===== config.mk =====
export PLATFORM = sky130hd
export DESIGN_NAME = fault_recovery_controller
export DESIGN_NICKNAME = d
export VERILOG_FILES = /design/src/rtl/booking_pkg.sv /design/src/rtl/recovery_checkpoint_reg.sv /design/src/rtl/fault_recovery_controller.sv
export SDC_FILE = /design/constraint.sdc
export NUM_CORES = 1
export LEC_CHECK = 0
export ABC_AREA = 1
export CORE_ASPECT_RATIO = 2
export CORE_MARGIN = 2
export CORE_UTILIZATION = 41
export DETAILED_ROUTE_END_ITERATION = 12
export PLACE_DENSITY = 0.74
export SLEW_MARGIN = 20
export SYNTH_ARGS = -nofsm -noshare
export SYNTH_HDL_FRONTEND = slang
export SYNTH_SLANG_ARGS = --single-unit

===== constraint.sdc =====
create_clock -name clk -period 1.26 [get_ports clk]
set_input_delay 0.126 -clock clk [delete_from_list [all_inputs] [get_ports clk]]
set_output_delay 0.126 -clock clk [all_outputs]
set_load 0.005 [all_outputs]

===== src/rtl/booking_pkg.sv =====
// Shared definitions for the booking datapath and its fault-recovery path.
// Provides the booking field widths, the fault limits used by fault detection,
// the recovery FSM state encoding and a range-check helper.
// No ports (package).
package booking_pkg;

    localparam int COUNT_W   = 4;
    localparam int FARE_W    = 10;
    localparam int RETRY_W   = 3;
    localparam int MAX_SEATS = 9;
    localparam int MAX_FARE  = 900;

    localparam logic [2:0] ST_IDLE     = 3'd0;
    localparam logic [2:0] ST_CONFIRM  = 3'd1;
    localparam logic [2:0] ST_ROLLBACK = 3'd2;
    localparam logic [2:0] ST_VERIFY   = 3'd3;
    localparam logic [2:0] ST_LOCKOUT  = 3'd4;

    typedef enum logic [2:0] {
        IDLE     = ST_IDLE,
        CONFIRM  = ST_CONFIRM,
        ROLLBACK = ST_ROLLBACK,
        VERIFY   = ST_VERIFY,
        LOCKOUT  = ST_LOCKOUT
    } rec_state_e;

    typedef struct packed {
        logic [COUNT_W-1:0] count;
        logic [FARE_W-1:0]  fare;
    } checkpoint_t;

    // True when a booking snapshot lies inside the legal operating range.
    function automatic logic in_limits(input logic [COUNT_W-1:0] count,
                                       input logic [FARE_W-1:0]  fare);
        return (int'(count) <= MAX_SEATS) && (int'(fare) <= MAX_FARE);
    endfunction

endpackage


===== src/rtl/recovery_checkpoint_reg.sv =====
// Checkpoint register for the last known-good booking state.
// Loads count_in/fare_in on capture_en and holds them otherwise.
// Ports:
//   clk, rst_n     clock, asynchronous active-low reset (clears to 0/0)
//   capture_en     load enable
//   count_in       live booked_count
//   fare_in        live fare
//   count_out      checkpointed booked_count
//   fare_out       checkpointed fare
module recovery_checkpoint_reg
    import booking_pkg::*;
(
    input  logic               clk,
    input  logic               rst_n,
    input  logic               capture_en,
    input  logic [COUNT_W-1:0] count_in,
    input  logic [FARE_W-1:0]  fare_in,
    output logic [COUNT_W-1:0] count_out,
    output logic [FARE_W-1:0]  fare_out
);

    checkpoint_t ckpt_q;
    checkpoint_t ckpt_d;

    always_comb begin
        ckpt_d = ckpt_q;
        if (capture_en) begin
            ckpt_d.count = count_in;
            ckpt_d.fare  = fare_in;
        end
    end

    always_ff @(posedge clk or negedge rst_n) begin
        if (!rst_n) begin
            ckpt_q <= '0;
        end else begin
            ckpt_q <= ckpt_d;
        end
    end

    assign count_out = ckpt_q.count;
    assign fare_out  = ckpt_q.fare;

endmodule


===== src/rtl/fault_recovery_controller.sv =====
// Fault recovery controller: consumer end of the booking fault path.
// Checkpoints the last known-good booked_count/fare, confirms a persistent
// fault, holds bookings, replays the checkpoint over a valid/ready restore
// handshake, verifies the heal and escalates to a sticky lockout after
// MAX_RETRIES failed restores.
// Optional build macro FAULT_RECOVERY_STATS_EN adds heal_events/lockout_events
// saturating counters (not cleared by clear_lockout).
// Ports:
//   clk, rst_n      clock, asynchronous active-low reset
//   fault_flag      registered fault indication
//   booked_count    live booked seat count
//   fare            live fare value
//   commit_valid    booking committed this cycle
//   restore_ready   booking datapath accepts restore data
//   clear_lockout   operator release of LOCKOUT
//   restore_valid   restore data valid
//   restore_count   checkpointed booked_count
//   restore_fare    checkpointed fare
//   booking_hold    block new bookings (all states except IDLE)
//   heal_done       one-cycle pulse on successful heal
//   lockout         sticky unrecoverable-fault indication
//   retry_cnt       restore attempts in the current episode
//   heal_events     (stats build) successful heals, saturating at 255
//   lockout_events  (stats build) lockout entries, saturating at 15
module fault_recovery_controller
    import booking_pkg::*;
#(
    parameter int unsigned CONFIRM_CYCLES = 3,
    parameter int unsigned VERIFY_CYCLES  = 4,
    parameter int unsigned MAX_RETRIES    = 2
) (
    input  logic               clk,
    input  logic               rst_n,
    input  logic               fault_flag,
    input  logic [COUNT_W-1:0] booked_count,
    input  logic [FARE_W-1:0]  fare,
    input  logic               commit_valid,
    input  logic               restore_ready,
    input  logic               clear_lockout,
    output logic               restore_valid,
    output logic [COUNT_W-1:0] restore_count,
    output logic [FARE_W-1:0]  restore_fare,
    output logic               booking_hold,
    output logic               heal_done,
    output logic               lockout,
`ifdef FAULT_RECOVERY_STATS_EN
    output logic [7:0]         heal_events,
    output logic [3:0]         lockout_events,
`endif
    output logic [RETRY_W-1:0] retry_cnt
);

    localparam int CONF_W = $clog2(CONFIRM_CYCLES + 1);
    localparam int VCNT_W = (VERIFY_CYCLES > 1) ? $clog2(VERIFY_CYCLES) : 1;

    localparam logic [CONF_W-1:0]  CONF_LAST  = CONF_W'(CONFIRM_CYCLES);
    localparam logic [VCNT_W-1:0]  VCNT_LAST  = VCNT_W'(VERIFY_CYCLES - 1);
    localparam logic [RETRY_W-1:0] RETRY_LAST = RETRY_W'(MAX_RETRIES);

    rec_state_e         state_q, state_d;
    logic [CONF_W-1:0]  conf_cnt_q, conf_cnt_d;
    logic [VCNT_W-1:0]  vcnt_q, vcnt_d;
    logic [RETRY_W-1:0] retry_cnt_q, retry_cnt_d;
    logic               restore_valid_q, restore_valid_d;
    logic               booking_hold_q, booking_hold_d;
    logic               heal_done_q, heal_done_d;
    logic               lockout_q, lockout_d;
    logic               capture_en;
    logic [CONF_W-1:0]  conf_inc;

    assign conf_inc = conf_cnt_q + CONF_W'(1);

    recovery_checkpoint_reg u_checkpoint (
        .clk        (clk),
        .rst_n      (rst_n),
        .capture_en (capture_en),
        .count_in   (booked_count),
        .fare_in    (fare),
        .count_out  (restore_count),
        .fare_out   (restore_fare)
    );

    always_comb begin
        state_d     = state_q;
        conf_cnt_d  = conf_cnt_q;
        vcnt_d      = vcnt_q;
        retry_cnt_d = retry_cnt_q;
        heal_done_d = 1'b0;
        capture_en  = 1'b0;

        case (state_q)
            IDLE: begin
                // Only a clean commit is trusted as known-good.
                capture_en = commit_valid && !fault_flag;
                if (fault_flag) begin
                    if (CONFIRM_CYCLES == 1) begin
                        state_d    = ROLLBACK;
                        conf_cnt_d = '0;
                    end else begin
                        state_d    = CONFIRM;
                        conf_cnt_d = CONF_W'(1);
                    end
                end
            end
            CONFIRM: begin
                if (!fault_flag) begin
                    state_d    = IDLE;
                    conf_cnt_d = '0;
                end else if (conf_inc == CONF_LAST) begin
                    state_d    = ROLLBACK;
                    conf_cnt_d = '0;
                end else begin
                    conf_cnt_d = conf_inc;
                end
            end
            ROLLBACK: begin
                if (restore_valid_q && restore_ready) begin
                    state_d     = VERIFY;
                    retry_cnt_d = retry_cnt_q + RETRY_W'(1);
                    vcnt_d      = '0;
                end
            end
            VERIFY: begin
                // Give the datapath VERIFY_CYCLES to settle; judge only at the end.
                if (vcnt_q == VCNT_LAST) begin
                    vcnt_d = '0;
                    if (!fault_flag) begin
                        state_d     = IDLE;
                        heal_done_d = 1'b1;
                        retry_cnt_d = '0;
                    end else if (retry_cnt_q < RETRY_LAST) begin
                        state_d = ROLLBACK;
                    end else begin
                        state_d = LOCKOUT;
                    end
                end else begin
                    vcnt_d = vcnt_q + VCNT_W'(1);
                end
            end
            LOCKOUT: begin
                if (clear_lockout) begin
                    state_d     = IDLE;
                    retry_cnt_d = '0;
                end
            end
            default: begin
                state_d     = IDLE;
                conf_cnt_d  = '0;
                vcnt_d      = '0;
                retry_cnt_d = '0;
            end
        endcase
    end

    // Outputs are decoded from the next state so they are flop outputs
    // aligned with the state they describe.
    always_comb begin
        restore_valid_d = (state_d == ROLLBACK);
        booking_hold_d  = (state_d != IDLE);
        lockout_d       = (state_d == LOCKOUT);
    end

    always_ff @(posedge clk or negedge rst_n) begin
        if (!rst_n) begin
            state_q         <= IDLE;
            conf_cnt_q      <= '0;
            vcnt_q          <= '0;
            retry_cnt_q     <= '0;
            restore_valid_q <= 1'b0;
            booking_hold_q  <= 1'b0;
            heal_done_q     <= 1'b0;
            lockout_q       <= 1'b0;
        end else begin
            state_q         <= state_d;
            conf_cnt_q      <= conf_cnt_d;
            vcnt_q          <= vcnt_d;
            retry_cnt_q     <= retry_cnt_d;
            restore_valid_q <= restore_valid_d;
            booking_hold_q  <= booking_hold_d;
            heal_done_q     <= heal_done_d;
            lockout_q       <= lockout_d;
        end
    end

    assign restore_valid = restore_valid_q;
    assign booking_hold  = booking_hold_q;
    assign heal_done     = heal_done_q;
    assign lockout       = lockout_q;
    assign retry_cnt     = retry_cnt_q;

`ifdef FAULT_RECOVERY_STATS_EN
    logic [7:0] heal_events_q, heal_events_d;
    logic [3:0] lockout_events_q, lockout_events_d;

    always_comb begin
        heal_events_d    = heal_events_q;
        lockout_events_d = lockout_events_q;
        if (heal_done_d && (heal_events_q != 8'hFF)) begin
            heal_events_d = heal_events_q + 8'd1;
        end
        // Count entries into LOCKOUT, not cycles spent there.
        if ((state_d == LOCKOUT) && (state_q != LOCKOUT) && (lockout_events_q != 4'hF)) begin
            lockout_events_d = lockout_events_q + 4'd1;
        end
    end

    always_ff @(posedge clk or negedge rst_n) begin
        if (!rst_n) begin
            heal_events_q    <= '0;
            lockout_events_q <= '0;
        end else begin
            heal_events_q    <= heal_events_d;
            lockout_events_q <= lockout_events_d;
        end
    end

    assign heal_events    = heal_events_q;
    assign lockout_events = lockout_events_q;
`endif

endmodule


**Yosys cells after proc, flatten, opt, wreduce, memory -nomap -nowiden**

Index checks and enable logic that the tools add are counted.

- Flip-flop bits (word level): 28
- Input bits: 20
- Output and inout port bits: 21

- $add $sub $neg: 3
- Magnitude comparators: 1
- Eq/ne operators: 13
- Mux-type cells: 25
- Bitwise gates (word level): 3
- Reductions and logical operators: 11

Operator list:

| kind | number |
|---|---|
| $mux W3 | 12 |
| $pmux W3 S5 | 1 |
| $pmux W2 S3 | 2 |
| $pmux W3 S4 | 1 |
| $mux W2 | 5 |
| $ne A2 B2 Y1 const B | 5 |
| $eq A3 B2 Y1 const B | 3 |
| $eq A3 B3 Y1 const B | 2 |
| $reduce_or A3 Y1 | 2 |
| $reduce_and A5 Y1 | 1 |
| $add A2 B1 Y2 const B | 2 |
| $eq A2 B2 Y1 const B | 2 |
| $mux W1 | 4 |
| $reduce_and A2 Y1 | 2 |
| $add A3 B1 Y3 const B | 1 |
| $eq A3 B1 Y1 const B | 1 |
| $logic_not A3 Y1 | 1 |
| $lt A3 B2 Y1 const B | 1 |
| $not A1 Y1 | 3 |
| $reduce_bool A3 Y1 | 1 |
| $logic_and A1 B1 Y1 | 2 |
| $reduce_or A2 Y1 | 1 |
| $logic_not A1 Y1 | 1 |

**Depth between registers and ports, before layout**

Gate-level depths: netlist of run 1.

- Depth after elaboration: 6
- Gate-level depth with buffers: 7
- Mapped depth without buffers: 7

**Modules after synthesis**

From an unflattened synthesis of run 1, not the netlist that was laid out.

- Cell total of the unflattened synthesis: 150
- Area, all modules: 1261.2 µm²

Modules (own cells, without submodules):

| module | times used | cells an instance | area each (µm²) |
|---|---|---|---|
| fault_recovery_controller | 1 | 91 | 730.7 |
| recovery_checkpoint_reg | 1 | 59 | 530.5 |

**Worst setup path after synthesis of run 1**

OpenSTA, ideal clock, no wires.

- Path type: register to register
- Start: register state_q[2]
- End: register u_checkpoint.ckpt_q, in the netlist u_checkpoint.count_out[2]
- Library setup time: 117 ps
- Data arrival time: 1048 ps
- Slack: 95 ps
- Stages on the path, launching flop included: 6
- Cell sequence: dfrtp_1 > nor2_4 > nand3_4 > buf_6 > nand2_1 > o21ai_2

- Longest elaborated chain between the ends: 2

RTL lines:

| what | RTL line | source |
|---|---|---|
| from (decl) | fault_recovery_controller.sv:60 | `rec_state_e state_q, state_d;` |
| from (signal assigned) | fault_recovery_controller.sv:174 | `state_q <= state_d;` |
| $logic_not A3 Y1 | fault_recovery_controller.sv:91 | `case (state_q)` |
| $mux W1 | fault_recovery_controller.sv:91 |  |
| to (signal assigned) | recovery_checkpoint_reg.sv:37 | `ckpt_q <= ckpt_d;` |
| to (decl) | recovery_checkpoint_reg.sv:22 | `checkpoint_t ckpt_q;` |

No other way between the ends.
A chain may end at the register's enable or synchronous reset.

**Worst setup path in the final report of run 1**

- Start: register state_q[1]
- End: register u_checkpoint.ckpt_q, in the netlist u_checkpoint.count_out[2]

Same word-level chain as after synthesis.

==> flow_summary.yaml, run 1 <==
synthesis:
  synth_top_area_share_pct: 52.6
  synth-seq-cells: 28
  synth_cell_type_count: 20
  yosysSeqAreaShare_pct: 52.6
  avgSynthCellArea_um2: 9.00
  synth_area_leaders: "dfrtp_1 53%, nand2_1 10%, o21ai_2 9.2%, inv_1 6.8%, nand3_1 3.8%"
  syn_inst: 148
  yosysTopAreaCell: "dfrtp_1"
  synthesis.area_um2: 1330
  synth_warnings: 0
  syn-num-nets: 170
power:
  switching_share_pct: 35.5
  powerDensity_nw_per_um2: 2000
  power.share.sequential_pct: 38.0
  power_switching_mw: 1.41
  ir_worst_vdd_v: 0.000989
  p_clk_share_pct: 17.6
  total_leakage_power_nw: 1.09
  p_comb_share_pct: 44.4
  p_int_mw: 2.55
floorplanning:
  die_w_um: 44.3
  start_util_pct: 42.7
  die_area_um2: 3750
  num_rows: 29
  fp.dieH_um: 84.6
  core_area_um2: 3120
  pin_count: 41
setup_path:
  path_delay_family: "flip-flops"
  cp-startpoint: "state_q[1]"
  critPathBufInv: 2
  worstSetupPathType: "register to register"
  crit_required_ps: 1440
  slowest_stage: "dfrtp_2"
  crit_fanout: 28
  arrival_ps: 1450
  worst_setup_path_start_kind: "register"
  cp_common_cell: "buf_12"
  setup.worst_path.end_class: "register"
  timing.rr.start: "state_q[1]"
  crit_chain: "nor2_4 -> buf_12 -> nand3_4 -> buf_12 -> nand2_1 -> o21ai_2"
  slowest_delay_ps: 470
placed_design:
  place_ws_ps: -48.4
  port-buffer-count: 40
  place_hpwl_mm: 2.20
  gp_congestion: 0.914
timing:
  maxSlewHeadroom_pct: 79.6
  setup_viol: 7
  setup_ws_ps: -9.32
  slew_viol_final: 0
  fmax_mhz: 788
  worst_pin_slew_ps: 305
  period_share_pct: 101
  grt_setup_unrepaired: "yes"
  finalCriticalPeriod_ps: 1270
  finClkSkew_ps: 6.06
  whs_ps: 194
  hold_viol: 0
grt:
  grt_pass1_wl_mm: 5.06
  grt.total_usage_pct: 18.0
  grt-ovfl-total: 0
  grt_pass1_vias: 1157
  antenna_found_initial: 0
  grt_max_degree: 29
detailed_routing:
  vias: 1173
  wl_per_cell_um: 13.4
  drtAntennaViolNets: 0
  post_drt_via_cell_ratio: 5.01
  drtIter0Drc: 16
  dr.pass1.iters: 4
  route.detailed.drc: 0
  wl_mm: 3.12
cts:
  clock_sinks: 28
  clk_pin_slew_worst_paths_ps: 90
  holdBufCountCts: 0
  numCtsBuffers: 3
  cts-root-buf: "clkbuf_8"
  cts_tree: "yes"
  htree_levels: 1
  insertion_delay_ps: 270
  clk_path_buf_depth: 2
status:
  violations: "negative setup slack"
  outcome: "finished, violations left"
flow_run:
  maxCapViolations: 0
cells_and_area:
  nets: 226
  area_growth_pct: 48.2
  drive_gt1_share_pct: 23.6
  final_core_util_pct: 63.3
  n_antenna_cell: 0
hold_path:
  hold_class: "input port to async pin"
==> cell type report <==
cell class	instances	area, um2
clock inverters	1	30.0
clock buffers	3	41.3
inverters	24	90.1
multi-input cells	93	538
repair buffers	54	533
flip-flops and latches	28	703
well taps	31	38.8
fillers	271	1150
==> final timing paths <==
path                                                   to  slack [ps]  cells past startpoint
worst min-delay path             u_checkpoint.fare_out[8]         190                      2
worst min register to register   u_checkpoint.fare_out[7]         480                      2
worst max-delay path            u_checkpoint.count_out[2]          -9                      6
worst max register to register  u_checkpoint.count_out[2]          -9                      6
max in group asynchronous                      state_q[1]         910                      2
min in group clk                 u_checkpoint.fare_out[8]         390                      3
==> cell families (layout without fill, tap and decap cells) <==
group | after synthesis | in the layout | share of synthesized area, %
adders and majority gates | 2 | 2 | 1.88
AOI/OAI and AO/OA | 23 | 23 | 12.7
DFF | 28 | 28 | 52.6
and+or+nand+nor | 67 | 67 | 23.2
buffers and inverters | 27 | 82 | 9.01
xor gates and xnor gates | 1 | 1 | 0.657
==> through the flow <==
stage	TNS, ps	power, mW	std cells	cell area [um2]
after global routing	-990	4.27	234	1970
after global placement	-122	3.10	220	1800
after CTS	0	3.73	227	1870
after floorplan	0	2.38	148	1330
after detailed placement	-674	3.16	220	1800
final	-42.1	3.95	234	1970
==> power groups by stage <==
stage	Clock [mW]	Sequential (mW)	Combinational [mW]
after detailed placement	0	1.53	1.64
after CTS	0.706	1.50	1.52
after floorplan	0	1.48	0.903
after global routing	0.744	1.55	1.97
after global placement	0	1.51	1.59
final	0.696	1.50	1.76
==> routing by layer <==
layer	global-route usage (%)	wire length, um	part of all wire [%]
met5	0	0	0
met4	11.0	143	4.6
met3	2.58	130	4.2
met2	29.1	1710	55
met1	21.5	1140	36
==> repair_timing <==
action | 4_1_cts | 5_1_grt
resized for setup | 16 | 15
setup endpoints to repair | 17 | 28
pin swaps | 0 | 4
setup buffers | 3 | 7
==> cell usage in the layout (no fill, tap or decap), drive strengths merged <==
| master | n |
|---|---|
| xor2 | 1 |
| dlymetal6s2s | 4 |
| nand3 | 12 |
| clkbuf | 3 |
| nor2 | 15 |
| nand4 | 1 |
| o21ai | 19 |
| ha | 2 |
| dlygate4sd2 | 16 |
| buf | 14 |
| o22ai | 1 |
| clkdlybuf4s50 | 20 |
| bufinv | 1 |
| a21oi | 3 |
| dfrtp | 28 |
| inv | 24 |
| nand2 | 37 |
| nor3 | 2 |
==> flip-flops by register name, indices dropped and copies added (netlist names) <==
| signal | flops |
|---|---|
| retry_cnt | 3 |
| conf_cnt_q | 2 |
| lockout | 1 |
| u_checkpoint.count_out | 4 |
| vcnt_q | 2 |
| booking_hold | 1 |
| state_q | 3 |
| restore_valid | 1 |
| u_checkpoint.fare_out | 10 |
| heal_done | 1 |
==> cells in the mapped netlist, drive strengths merged <==
cell	count
nand2	37
dfrtp	28
inv	24
o21ai	19
nor2	15
nand3	12
a21oi	3
buf	3
ha	2
nor3	2
nand4	1
o22ai	1
xor2	1
Power figures use the tool's default switching activity.
==> run 2: changes to the inputs <==
==> constraint.sdc (replaced) <==
create_clock -name clk -period 1.26 [get_ports clk]
set_input_delay 0.252 -clock clk [delete_from_list [all_inputs] [get_ports clk]]
set_output_delay 0.252 -clock clk [all_outputs]
set_load 0.005 [all_outputs]
==> run 2 against run 1 <==
  * Fmax up 1.1%
  * Largest power group unchanged
  * Largest cell class unchanged
  * Die area did not move
  * The run now ends clean
  * Non-clock buffer count decreased by 1
  * Clock power barely moved
==> flow_summary.yaml, run 2 (synthesis results as in run 1) <==
detailed_routing:
  drtIter0Drc: 30
  wl_per_cell_um: 13.5
  vias: 1176
  drtAntennaViolNets: 0
  post_drt_via_cell_ratio: 5.05
  dr.pass1.iters: 4
  wl_mm: 3.14
  route.detailed.drc: 0
grt:
  grt_pass1_wl_mm: 5.26
  antenna_found_initial: 0
  grt.total_usage_pct: 18.3
  grt_pass1_vias: 1253
  grt_max_degree: 29
  grt-ovfl-total: 0
cells_and_area:
  largest_reg_flops: 10
  final_cells: 233
  mostFrequentLayoutCell: "nand2_1"
  nets: 225
  fin_area_um2: 1970
  area_growth_pct: 47.7
  drive_gt1_share_pct: 23.3
  mostFrequentLayoutCells: "35 x nand2_1, 26 x dfrtp_1, 24 x inv_1, 21 x dlygate4sd2_1, 19 x clkdlybuf4s50_1"
  n_antenna_cell: 0
power:
  power_switching_mw: 1.41
  ir_worst_vdd_v: 0.00144
  switching_share_pct: 35.6
  p_int_mw: 2.56
  power_mw: 3.97
  powerDensity_nw_per_um2: 2020
  total_leakage_power_nw: 1.06
  power.share.sequential_pct: 37.8
  p_clk_share_pct: 17.6
  p_comb_share_pct: 44.6
floorplanning:
  die_w_um: 44.3
  num_rows: 29
  core_area_um2: 3120
  start_util_pct: 42.7
  die_area_um2: 3750
  fp.dieH_um: 84.6
  pin_count: 41
setup_path:
  slowest_stage: "dfrtp_2"
  rr_worst_depth: 6
  timing.rr.start: "state_q[1]"
  crit_chain: "nor2_4 -> buf_12 -> nand3_4 -> buf_12 -> nand2_1 -> o21ai_2"
  worstSetupPathType: "register to register"
  critPathBufInv: 2
  cp_num_cells: 6
  cp-startpoint: "state_q[1]"
  worst_setup_path_start_kind: "register"
  crit_required_ps: 1430
  worst-r2r-setup-slack_ps: 5
  slowest_delay_ps: 480
  path_delay_family: "flip-flops"
  cp_common_cell: "buf_12"
  endpoint: "u_checkpoint.fare_out[2]"
  setup.worst_path.end_class: "register"
  reg2reg_to: "u_checkpoint.fare_out[2]"
  arrival_ps: 1430
  crit_fanout: 14
timing:
  setup_ws_ps: 4.76
  worst_pin_slew_ps: 306
  period_share_pct: 99.6
  finClkSkew_ps: 3.86
  grt_setup_unrepaired: "yes"
  slew_viol_final: 0
  finalCriticalPeriod_ps: 1260
  fmax_mhz: 797
  hold_viol: 0
  maxSlewHeadroom_pct: 79.4
  setup_viol: 0
cts:
  clock_sinks: 28
  cts-root-buf: "clkbuf_8"
  cts_tree: "yes"
  clk_pin_slew_worst_paths_ps: 90
  insertion_delay_ps: 270
  clk_path_buf_depth: 2
  numCtsBuffers: 3
  htree_levels: 1
  holdBufCountCts: 0
status:
  outcome: "finished clean"
placed_design:
  place_hpwl_mm: 2.28
  port-buffer-count: 40
  place_area_um2: 1810
  dp_cells: 222
  gp_congestion: 0.908
  place_ws_ps: -179
flow_run:
  maxCapViolations: 0
hold_path:
  hold_class: "input port to async pin"
==> run 2: cell count changes in the layout (fill, tap and decap cells not counted) <==
cell / change
buf_4: -2
dlymetal6s2s_1: -4
clkbuf_16: +1
dlygate4sd2_1: +5
clkdlybuf4s50_1: -1
==> run 2: final cells by class <==
class	instances	area [um2]
Multi-Input combinational cell	93	538
Clock inverter	1	30.0
Tap cell	31	38.8
Sequential cell	28	703
Timing Repair Buffer	53	527
Clock buffer	3	41.3
Inverter	24	90.1
Fill cell	262	1150
==> run 2: power by group through the flow <==
stage | registers, mW | clock network, mW | logic (mW)
floorplan | 1.48 | 0 | 0.903
global placement | 1.51 | 0 | 1.60
detailed placement | 1.52 | 0 | 1.66
CTS | 1.49 | 0.708 | 1.54
global route | 1.55 | 0.743 | 1.99
finish | 1.50 | 0.698 | 1.77
==> run 2: metal layers <==
metal | GRT usage, % | wire [um]
met5 | 0 | 0
met2 | 31.4 | 1770
met3 | 2.15 | 131
met4 | 12.4 | 128
met1 | 19.9 | 1110
==> run 2: metrics by stage <==
stage,hold slack [ps],util [%],TNS (ps)
6_report,323,63.1,0
2_1_floorplan,-43.6,-,0
3_5_place_dp,472,58.1,-3540
5_1_grt,346,63.1,-644
3_3_place_gp,458,58.1,-2690
4_1_cts,325,60.0,0
==> run 2: what timing repair did <==
action | in CTS | in global routing
pin swaps | 0 | 2
setup endpoints to repair | 21 | 24
gates resized for setup | 21 | 11
setup buffers | 2 | 4
gates cloned | 0 | 1
==> run 2: worst min path at each step <==
stage,startpoint,endpoint,cells after the start
after floorplan,rst_n,booking_hold,0
after global placement,vcnt_q[1],vcnt_q[1],2
after detailed placement,u_checkpoint.fare_out[5],u_checkpoint.fare_out[5],2
after CTS,rst_n,retry_cnt[1],2
after global routing,rst_n,retry_cnt[0],2
final,rst_n,retry_cnt[1],2
==> run 2: worst register-to-register path, stage by stage, from the launching register on <==
cell	delay (ps)
dfrtp_2	480
nor2_4	190
buf_12	120
nand3_4	80
buf_12	160
nand2_1	70
o21ai_2	60
